`src/rtl/fetch_queue_unit_if.sv`:
```
// Fetch front-end bus: redirect input, instruction-memory request/response
// channels and the decode-facing instruction channel.
interface fetch_queue_unit_if #(
    parameter int ADDR_W = 8,
    parameter int WIDTH  = 32
);
    logic              redirect_valid;
    logic [ADDR_W-1:0] redirect_addr;

    logic              imem_req_valid;
    logic [ADDR_W-1:0] imem_req_addr;
    logic              imem_req_ready;
    logic              imem_rsp_valid;
    logic [WIDTH-1:0]  imem_rsp_data;

    logic              out_valid;
    logic              out_ready;
    logic [5:0]        out_opcode;
    logic [4:0]        out_rs;
    logic [4:0]        out_rt;
    logic [15:0]       out_imm;
    logic [ADDR_W-1:0] out_pc;
    logic [ADDR_W-1:0] out_pc_next;

    modport master (
        input  redirect_valid, redirect_addr,
        output imem_req_valid, imem_req_addr,
        input  imem_req_ready, imem_rsp_valid, imem_rsp_data,
        output out_valid,
        input  out_ready,
        output out_opcode, out_rs, out_rt, out_imm, out_pc, out_pc_next
    );

    modport slave (
        output redirect_valid, redirect_addr,
        input  imem_req_valid, imem_req_addr,
        output imem_req_ready, imem_rsp_valid, imem_rsp_data,
        input  out_valid,
        output out_ready,
        input  out_opcode, out_rs, out_rt, out_imm, out_pc, out_pc_next
    );
endinterface

```
`src/rtl/fetch_queue_unit.sv`:
```
// Instruction fetch front end: PC, credit-limited sequential fetch, prefetch
// queue of in-order responses and redirect flush with stale-response dropping.
module fetch_queue_unit #(
    parameter int ADDR_W   = 8,
    parameter int QDEPTH   = 4,
    parameter int PC_STEP  = 4,
    parameter int RESET_PC = 0,
    parameter int WIDTH    = 32
) (
    input logic               clk,
    input logic               rst,
    fetch_queue_unit_if.master bus
);
    localparam int PW = $clog2(QDEPTH);
    localparam int CW = PW + 1;
    localparam logic [ADDR_W-1:0] STEP = ADDR_W'(PC_STEP);
    localparam logic [ADDR_W-1:0] RPC  = ADDR_W'(RESET_PC);
    localparam logic [CW:0]       CAP  = (CW + 1)'(QDEPTH);

    logic [ADDR_W-1:0] fetch_pc;
    logic [ADDR_W-1:0] rsp_pc;
    logic [CW-1:0]     count;
    logic [CW-1:0]     outstanding;
    logic [CW-1:0]     outstanding_nxt;
    logic [CW-1:0]     drop;
    logic [PW-1:0]     wr_ptr;
    logic [PW-1:0]     rd_ptr;

    logic [WIDTH-1:0]  instr_q [QDEPTH];
    logic [ADDR_W-1:0] pc_q    [QDEPTH];

    logic req_valid;
    logic accept;
    logic pop;
    logic discard;
    logic push;

    // Stale in-flight requests still hold a slot's worth of credit, so the
    // queue can never be asked to take more than QDEPTH entries.
    always_comb begin
        req_valid       = rst && (({1'b0, count} + {1'b0, outstanding}) < CAP);
        accept          = req_valid && bus.imem_req_ready;
        pop             = (count != '0) && bus.out_ready;
        discard         = bus.imem_rsp_valid && ((drop != '0) || bus.redirect_valid);
        push            = bus.imem_rsp_valid && !discard;
        outstanding_nxt = outstanding + CW'(accept) - CW'(bus.imem_rsp_valid);
    end

    always_ff @(posedge clk or negedge rst) begin
        if (!rst) begin
            fetch_pc    <= RPC;
            rsp_pc      <= RPC;
            count       <= '0;
            outstanding <= '0;
            drop        <= '0;
            wr_ptr      <= '0;
            rd_ptr      <= '0;
        end else if (bus.redirect_valid) begin
            fetch_pc    <= bus.redirect_addr;
            rsp_pc      <= bus.redirect_addr;
            count       <= '0;
            wr_ptr      <= '0;
            rd_ptr      <= '0;
            outstanding <= outstanding_nxt;
            drop        <= outstanding_nxt;
        end else begin
            outstanding <= outstanding_nxt;
            count       <= count + CW'(push) - CW'(pop);
            if (accept)
                fetch_pc <= fetch_pc + STEP;
            if (discard)
                drop <= drop - CW'(1);
            if (push) begin
                wr_ptr <= wr_ptr + PW'(1);
                rsp_pc <= rsp_pc + STEP;
            end
            if (pop)
                rd_ptr <= rd_ptr + PW'(1);
        end
    end

    always_ff @(posedge clk or negedge rst) begin
        if (!rst) begin
            for (int unsigned i = 0; i < QDEPTH; i++) begin
                instr_q[i] <= '0;
                pc_q[i]    <= '0;
            end
        end else if (push) begin
            instr_q[wr_ptr] <= bus.imem_rsp_data;
            pc_q[wr_ptr]    <= rsp_pc;
        end
    end

    assign bus.imem_req_valid = req_valid;
    assign bus.imem_req_addr  = fetch_pc;
    assign bus.out_valid      = (count != '0);
    assign bus.out_opcode     = instr_q[rd_ptr][31:26];
    assign bus.out_rs         = instr_q[rd_ptr][25:21];
    assign bus.out_rt         = instr_q[rd_ptr][20:16];
    assign bus.out_imm        = instr_q[rd_ptr][15:0];
    assign bus.out_pc         = pc_q[rd_ptr];
    assign bus.out_pc_next    = pc_q[rd_ptr] + STEP;
endmodule

```
`src/flat_wrapper.sv`:
```
// flat-port wrapper written by rule: the top's interface ports become plain ports
module fetch_queue_unit_flat 
#(
    parameter int ADDR_W   = 8,
    parameter int QDEPTH   = 4,
    parameter int PC_STEP  = 4,
    parameter int RESET_PC = 0,
    parameter int WIDTH    = 32
)
  (clk, rst, bus_redirect_valid, bus_redirect_addr, bus_imem_req_valid, bus_imem_req_addr, bus_imem_req_ready, bus_imem_rsp_valid, bus_imem_rsp_data, bus_out_valid, bus_out_ready, bus_out_opcode, bus_out_rs, bus_out_rt, bus_out_imm, bus_out_pc, bus_out_pc_next);
  fetch_queue_unit_if #(.ADDR_W(ADDR_W), .WIDTH(WIDTH)) bus_i ();
  input logic clk;
  input logic rst;
  input wire logic [$bits(bus_i.redirect_valid)-1:0] bus_redirect_valid;
  input wire logic [$bits(bus_i.redirect_addr)-1:0] bus_redirect_addr;
  output wire logic [$bits(bus_i.imem_req_valid)-1:0] bus_imem_req_valid;
  output wire logic [$bits(bus_i.imem_req_addr)-1:0] bus_imem_req_addr;
  input wire logic [$bits(bus_i.imem_req_ready)-1:0] bus_imem_req_ready;
  input wire logic [$bits(bus_i.imem_rsp_valid)-1:0] bus_imem_rsp_valid;
  input wire logic [$bits(bus_i.imem_rsp_data)-1:0] bus_imem_rsp_data;
  output wire logic [$bits(bus_i.out_valid)-1:0] bus_out_valid;
  input wire logic [$bits(bus_i.out_ready)-1:0] bus_out_ready;
  output wire logic [$bits(bus_i.out_opcode)-1:0] bus_out_opcode;
  output wire logic [$bits(bus_i.out_rs)-1:0] bus_out_rs;
  output wire logic [$bits(bus_i.out_rt)-1:0] bus_out_rt;
  output wire logic [$bits(bus_i.out_imm)-1:0] bus_out_imm;
  output wire logic [$bits(bus_i.out_pc)-1:0] bus_out_pc;
  output wire logic [$bits(bus_i.out_pc_next)-1:0] bus_out_pc_next;
  assign bus_i.redirect_valid = bus_redirect_valid;
  assign bus_i.redirect_addr = bus_redirect_addr;
  assign bus_imem_req_valid = bus_i.imem_req_valid;
  assign bus_imem_req_addr = bus_i.imem_req_addr;
  assign bus_i.imem_req_ready = bus_imem_req_ready;
  assign bus_i.imem_rsp_valid = bus_imem_rsp_valid;
  assign bus_i.imem_rsp_data = bus_imem_rsp_data;
  assign bus_out_valid = bus_i.out_valid;
  assign bus_i.out_ready = bus_out_ready;
  assign bus_out_opcode = bus_i.out_opcode;
  assign bus_out_rs = bus_i.out_rs;
  assign bus_out_rt = bus_i.out_rt;
  assign bus_out_imm = bus_i.out_imm;
  assign bus_out_pc = bus_i.out_pc;
  assign bus_out_pc_next = bus_i.out_pc_next;
  fetch_queue_unit #(.ADDR_W(ADDR_W), .QDEPTH(QDEPTH), .PC_STEP(PC_STEP), .RESET_PC(RESET_PC), .WIDTH(WIDTH)) u_core (.clk(clk), .rst(rst), .bus(bus_i));
endmodule
```
`config.mk`:
```
export PLATFORM = sky130hd
export DESIGN_NAME = fetch_queue_unit_flat
export DESIGN_NICKNAME = d
export VERILOG_FILES = /design/src/rtl/fetch_queue_unit_if.sv /design/src/rtl/fetch_queue_unit.sv /design/src/flat_wrapper.sv
export SDC_FILE = /design/constraint.sdc
export NUM_CORES = 1
export LEC_CHECK = 0
export ABC_AREA = 0
export CAP_MARGIN = 20
export CORE_UTILIZATION = 60
export DETAILED_ROUTE_END_ITERATION = 8
export PLACE_DENSITY_LB_ADDON = 0.12
export SYNTH_ARGS = -nofsm -noshare
export SYNTH_HDL_FRONTEND = slang
export SYNTH_SLANG_ARGS = --single-unit
```
`constraint.sdc`:
```
create_clock -name clk -period 3.8 [get_ports clk]
set_input_delay 0.38 -clock clk [delete_from_list [all_inputs] [get_ports clk]]
set_output_delay 0.38 -clock clk [all_outputs]
set_load 0.01 [all_outputs]
```
# --- Word level (Yosys, flattened, before mapping) ---
# Cells that the tools add are included.
totals:
  elab_cells: 69
  register_bits: 189
  out_inout_bits: 58
classes:
  addsub: 11
  muxes: 23
  bitwise: 2
  magnitude_cmp: 4
  reduce_logical: 14
op_table:
  columns: ["operator", "n"]
  rows:
  - ["128-bit bitwise mux", 1]
  - ["32-bit 2-to-1 mux", 3]
  - ["32-bit binary-select mux with 2-bit select", 1]
  - ["32-bit demux with 2-bit select", 1]
  - ["8-bit 2-to-1 mux", 7]
  - ["32-bit bitwise mux", 1]
  - ["8-bit by 3-bit adder with 8-bit output, second input constant", 3]
  - ["8-bit binary-select mux with 2-bit select", 1]
  - ["8-bit demux with 2-bit select", 1]
  - ["3-bit 2-to-1 mux", 3]
  - ["2-bit 2-to-1 mux", 4]
  - ["2-bit nonzero test", 4]
  - ["3-bit by 1-bit adder with 3-bit output", 2]
  - ["3-bit greater-or-equal comparator, second input constant", 2]
  - ["1-bit logical AND", 6]
  - ["2-bit NOT with 3-bit output", 2]
  - ["3-bit nonzero test", 2]
  - ["3-bit by 1-bit subtractor with 3-bit output", 2]
  - ["2-bit by 1-bit adder with 2-bit output, second input constant", 2]
  - ["3-bit by 3-bit adder with 4-bit output", 1]
  - ["4-bit by 3-bit less-than comparator with 1-bit output, second input constant", 1]
  - ["3-bit by 1-bit less-than comparator with 1-bit output, second input constant", 1]
  - ["3-bit by 1-bit subtractor with 3-bit output, second input constant", 1]
  - ["1-bit zero test", 1]
  - ["1-bit logical OR", 1]

# --- Longest topological paths before layout ---
depth:
  ltp_word: 8
  depth_mapped: 11
  ltp_nobuf: 11

# --- Worst setup path before layout ---
# No wires, ideal clock.
synth_timing:
  path_kind: "flip-flop to flip-flop"
  start: "register u_core.count[2]"
  end: "register u_core.drop[2]"
  t_arrival_ps: 2160
  synth_period_minus_slack_ps: 2294
  setup_time_ps: 135
  setup_slack_ps: 1506
  required_time_ps: 3665
  path_stages_with_launch: 12
  path_cell_list: "dfrtp_1 -> ha_1 -> nor4b_4 -> nand3_4 -> inv_1 -> ha_1 -> inv_1 -> fa_1 -> xnor2_1 -> xnor2_1 -> nand2_1 -> o21ai_0"
synth_via:
  elab_chain_len: 7
synth_lines:
  columns: ["element", "line", "source"]
  rows:
  - ["from (decl)", "fetch_queue_unit.sv:22", "logic [CW-1:0] count;"]
  - ["from (signal assigned)", "fetch_queue_unit.sv:68", "count <= count + CW'(push) - CW'(pop);"]
  - ["3-bit by 3-bit adder with 4-bit output", "fetch_queue_unit.sv:41", "req_valid = rst && (({1'b0, count} + {1'b0, outstanding}) < CAP);"]
  - ["4-bit by 3-bit less-than comparator with 1-bit output", "fetch_queue_unit.sv:41", null]
  - ["1-bit logical AND", "fetch_queue_unit.sv:41", null]
  - ["1-bit logical AND", "fetch_queue_unit.sv:42", "accept = req_valid && bus.imem_req_ready;"]
  - ["3-bit by 1-bit adder with 3-bit output", "fetch_queue_unit.sv:46", "outstanding_nxt = outstanding + CW'(accept) - CW'(bus.imem_rsp_valid);"]
  - ["3-bit by 1-bit subtractor with 3-bit output", "fetch_queue_unit.sv:46", null]
  - ["via u_core.outstanding_nxt[2]", "fetch_queue_unit.sv:24", "logic [CW-1:0] outstanding_nxt;"]
  - ["3-bit 2-to-1 mux", "fetch_queue_unit.sv:58", "end else if (bus.redirect_valid) begin"]
  - ["to (signal assigned)", "fetch_queue_unit.sv:65", "drop <= outstanding_nxt;"]
  - ["to (signal assigned)", "fetch_queue_unit.sv:72", "drop <= drop - CW'(1);"]
  - ["to (decl)", "fetch_queue_unit.sv:25", "logic [CW-1:0] drop;"]
# The timed path passes the listed nets, and every way through them passes these cells.
# A chain may end at the register's enable or synchronous reset.

# --- Worst setup path in the final report ---
layout_timing:
  start: "register u_core.rd_ptr[0]"
  end: "output port bus_out_pc_next[6]"
layout_via:
  elab_chain_len: 5
layout_lines:
  columns: ["element", "line", "source"]
  rows:
  - ["from (decl)", "fetch_queue_unit.sv:27", "logic [PW-1:0] rd_ptr;"]
  - ["from (signal assigned)", "fetch_queue_unit.sv:78", "rd_ptr <= rd_ptr + PW'(1);"]
  - ["2-bit NOT with 3-bit output (implied by the code)", "fetch_queue_unit.sv:102", "assign bus.out_pc_next = pc_q[rd_ptr] + STEP;"]
  - ["8-bit binary-select mux with 2-bit select", "fetch_queue_unit.sv:102", null]
  - ["8-bit 2-to-1 mux (implied by the code) (2 in series)", "fetch_queue_unit.sv:102", null]
  - ["8-bit by 3-bit adder with 8-bit output", "fetch_queue_unit.sv:102", null]
  - ["to (decl)", "flat_wrapper.sv:28", "output wire logic [$bits(bus_i.out_pc_next)-1:0] bus_out_pc_next;"]
# Every way passes these cells. The select of a mux whose other input is x is not followed.

==> results.json <==
{
  "leakage_nw": 4.78,
  "worstSetupStartpointType": "register",
  "fin_crit_ps": 3030,
  "worstReg2RegEnd": "u_core.drop[2]",
  "maxCapViolations": 0,
  "grt_pass1_vias": 5431,
  "ir_drop_v": 0.000447,
  "port_buffers": 103,
  "postCtsSetupRepairBufs": 0,
  "utilization": 0.746,
  "place_ws_ps": 1110,
  "power_density_mw_per_mm2": 726,
  "status": "completed",
  "reg2reg_depth": 11,
  "drive_above_1_share": 0.386,
  "slowest_delay_ps": 620,
  "synth_nets": 615,
  "syn_inst": 552,
  "clkPwrFrac": 0.250,
  "routedWlPerCell_um": 19.6,
  "skew_ps": 11.5,
  "syn-mean-instance-area_um2": 15.4,
  "maxSlewViolCount": 0,
  "grt_use_total": 0.250,
  "drtAntennaViolNets": 0,
  "max_clock_freq_ghz": 0.330,
  "wl_um": 16600,
  "ys_seq_area_frac": 0.555,
  "cts-buffers-inserted": 17,
  "dieArea_mm2": 0.0147,
  "grt_overflow_total": 0,
  "firstDrtPassIters": 4,
  "antenna_found_initial": 0,
  "yosys_warnings": 0,
  "final_common_cell": "dfrtp_1",
  "insertion_delay_ps": 430,
  "p_comb_frac": 0.371,
  "switching_power_mw": 2.13,
  "setup_slack_ps": 773,
  "yosysUniqueCellTypes": 36,
  "clk_pin_slew_ps": 70,
  "die_h_um": 121,
  "drc_errors": 0,
  "critPathRequiredTime_ps": 3420,
  "p_sw_frac": 0.283,
  "rsz0062_at_grt": "no",
  "gp_congestion": 0.779,
  "path_class": "register to primary output",
  "start_util": 0.614,
  "cts.sinks": 189,
  "cts_tree": "built",
  "area_growth_pct": 21.4,
  "n_antenna_cell": 0,
  "finalCritPeriodShare": 0.797,
  "grt_max_degree": 80,
  "worstPathCellList": "mux4_2, ha_1, nand3_1, xnor2_1, clkdlybuf4s50_1",
  "nNetsFinal": 717,
  "clk_path_buf_depth": 2,
  "seqPwrFrac": 0.379,
  "r2r_setup_slack_ps": 1250,
  "tightestPinTransition_ps": 959,
  "htreeDepth": 4,
  "cts_resized": 0,
  "layout_common_cells": "dfrtp_1 (187), mux2_2 (166), clkdlybuf4s50_1 (102), mux4_2 (40)",
  "ctsHoldBuffers": 0,
  "rr_startpoint": "u_core.count[2]",
  "drt-initial-drc-count": 311,
  "ys_ff_latch": 189,
  "viasPerCell": 5.87,
  "synth_area_mm2": 0.00853,
  "num_io_pins": 104,
  "hold_class": "input pin to async pin",
  "crit_path_end_kind": "primary output",
  "relSlewSlack": 0.360,
  "row_count": 43,
  "crit_slowest_cell": "mux4_2",
  "critical_path.max_fanout": 11,
  "clockRootBuffer": "clkbuf_16",
  "arrival_ps": 2650,
  "hpwl_um": 10400,
  "num_vias": 4967,
  "grt_first_pass_wirelength_um": 27400,
  "final_hold_viol_count": 0,
  "fin_tns_setup_ps": 0,
  "finalSetupViolCount": 0,
  "internal_power_mw": 5.39,
  "core_area_mm2": 0.0139,
  "die_w_um": 121,
  "fill_cells": 876
}
## flip-flops by register name, indices dropped and copies added, names as in the netlist
name,count
u_core.rsp_pc,8
u_core.wr_ptr,2
u_core.count,3
u_core.drop,3
u_core.bus.imem_req_addr,8
u_core.instr_q,128
u_core.rd_ptr,2
u_core.pc_q,32
u_core.outstanding,3
## final cells by class
cell class                      count  area (um^2)  share of cell area
Clock inverter                     10          163              0.0157
Clock buffer                       21          470              0.0454
Tap cell                          180          225              0.0218
Timing Repair Buffer              113         1110               0.107
Sequential cell                   189         4730               0.457
Multi-Input combinational cell    315         3590               0.347
Inverter                           18         67.6             0.00653
## power groups by stage
stage          logic (mW)  clock network, mW  registers [mW]
2_1_floorplan        1.71                  0            2.74
3_3_place_gp         2.75                  0            2.83
3_5_place_dp         2.81                  0            2.88
4_1_cts              2.84               1.92            2.85
5_1_grt              3.01               2.01            2.91
6_report             2.79               1.88            2.85
## kinds of logic (layout without fill, tap and decap cells)
family	count (synthesis)	in the layout	synth area share
XOR/XNOR	21	21	0.0216
buffers and inverters	48	162	0.0257
adder cells (fa/ha/maj)	17	17	0.0267
flip-flops	189	189	0.555
multiplexers	207	207	0.326
AND/OR/NAND/NOR	51	51	0.0326
AO/OA/AOI/OAI	19	19	0.0128
## cells in the mapped netlist (all sizes together)
master	instances	area [um^2]
buf	26	136
nand2b	1	6.26
nor2b	1	6.26
xor2	6	52.6
or3	1	6.26
o31a	1	8.76
fa	2	40.0
and2	1	7.51
xnor2	15	131
or4	1	7.51
o31ai	1	7.51
nand3	7	47.6
nor2	9	36.3
a31oi	2	12.5
a311o	1	10.0
o21ai	7	35.0
and3	3	18.8
inv	17	63.8
nand2	19	71.3
a21oi	7	35.0
mux2	166	1870
clkinv	1	3.75
nor3	1	5.00
mux4	40	901
nand4	4	25.0
dfrtp	189	4730
ha	15	188
mux2i	1	10.0
nand3b	1	7.51
and3b	1	8.76
nor4b	1	23.8
clkbuf	4	15.0
## worst max-delay path by stage
stage / slack (ps) / cells after the start / end / from
2_1_floorplan: 1510 / 11 / u_core.drop[2] / u_core.count[2]
3_3_place_gp: 1130 / 5 / u_core.instr_q[70] / bus_redirect_valid
3_5_place_dp: 1110 / 5 / u_core.pc_q[5] / bus_redirect_valid
4_1_cts: 730 / 5 / bus_out_pc_next[6] / u_core.rd_ptr[0]
5_1_grt: 650 / 5 / bus_out_pc_next[6] / u_core.rd_ptr[0]
6_report: 770 / 5 / bus_out_pc_next[6] / u_core.rd_ptr[0]
## metrics by stage
stage / instance area (um^2) / hold slack [ps] / power, mW / std cells
finish: 10400 / 107 / 7.52 / 846
floorplan: 8530 / 84.4 / 4.46 / 552
global route: 10400 / 144 / 7.93 / 846
detailed placement: 9720 / 487 / 5.69 / 815
CTS: 10400 / 118 / 7.60 / 846
global placement: 9720 / 481 / 5.58 / 815
## worst max-delay path: cells and delay by family, from the launching register on
kind	cells	cell delay (ps)
adder cells (fa/ha/maj)	1	250
AND/OR/NAND/NOR	1	90
buffers and inverters	1	560
flip-flops	1	590
XOR/XNOR	1	120
multiplexers	1	620
## routing by layer
| metal | GRT usage | routed length [um] | vias up |
|---|---|---|---|
| met5 | 0 | 0 | - |
| met3 | 0.0508 | 471 | 13 |
| li1 | - | - | 2210 |
| met1 | 0.328 | 7120 | 2663 |
| met4 | 0.0602 | 136 | 0 |
| met2 | 0.430 | 8870 | 81 |
No activity file was read; power rests on OpenSTA's default activity.
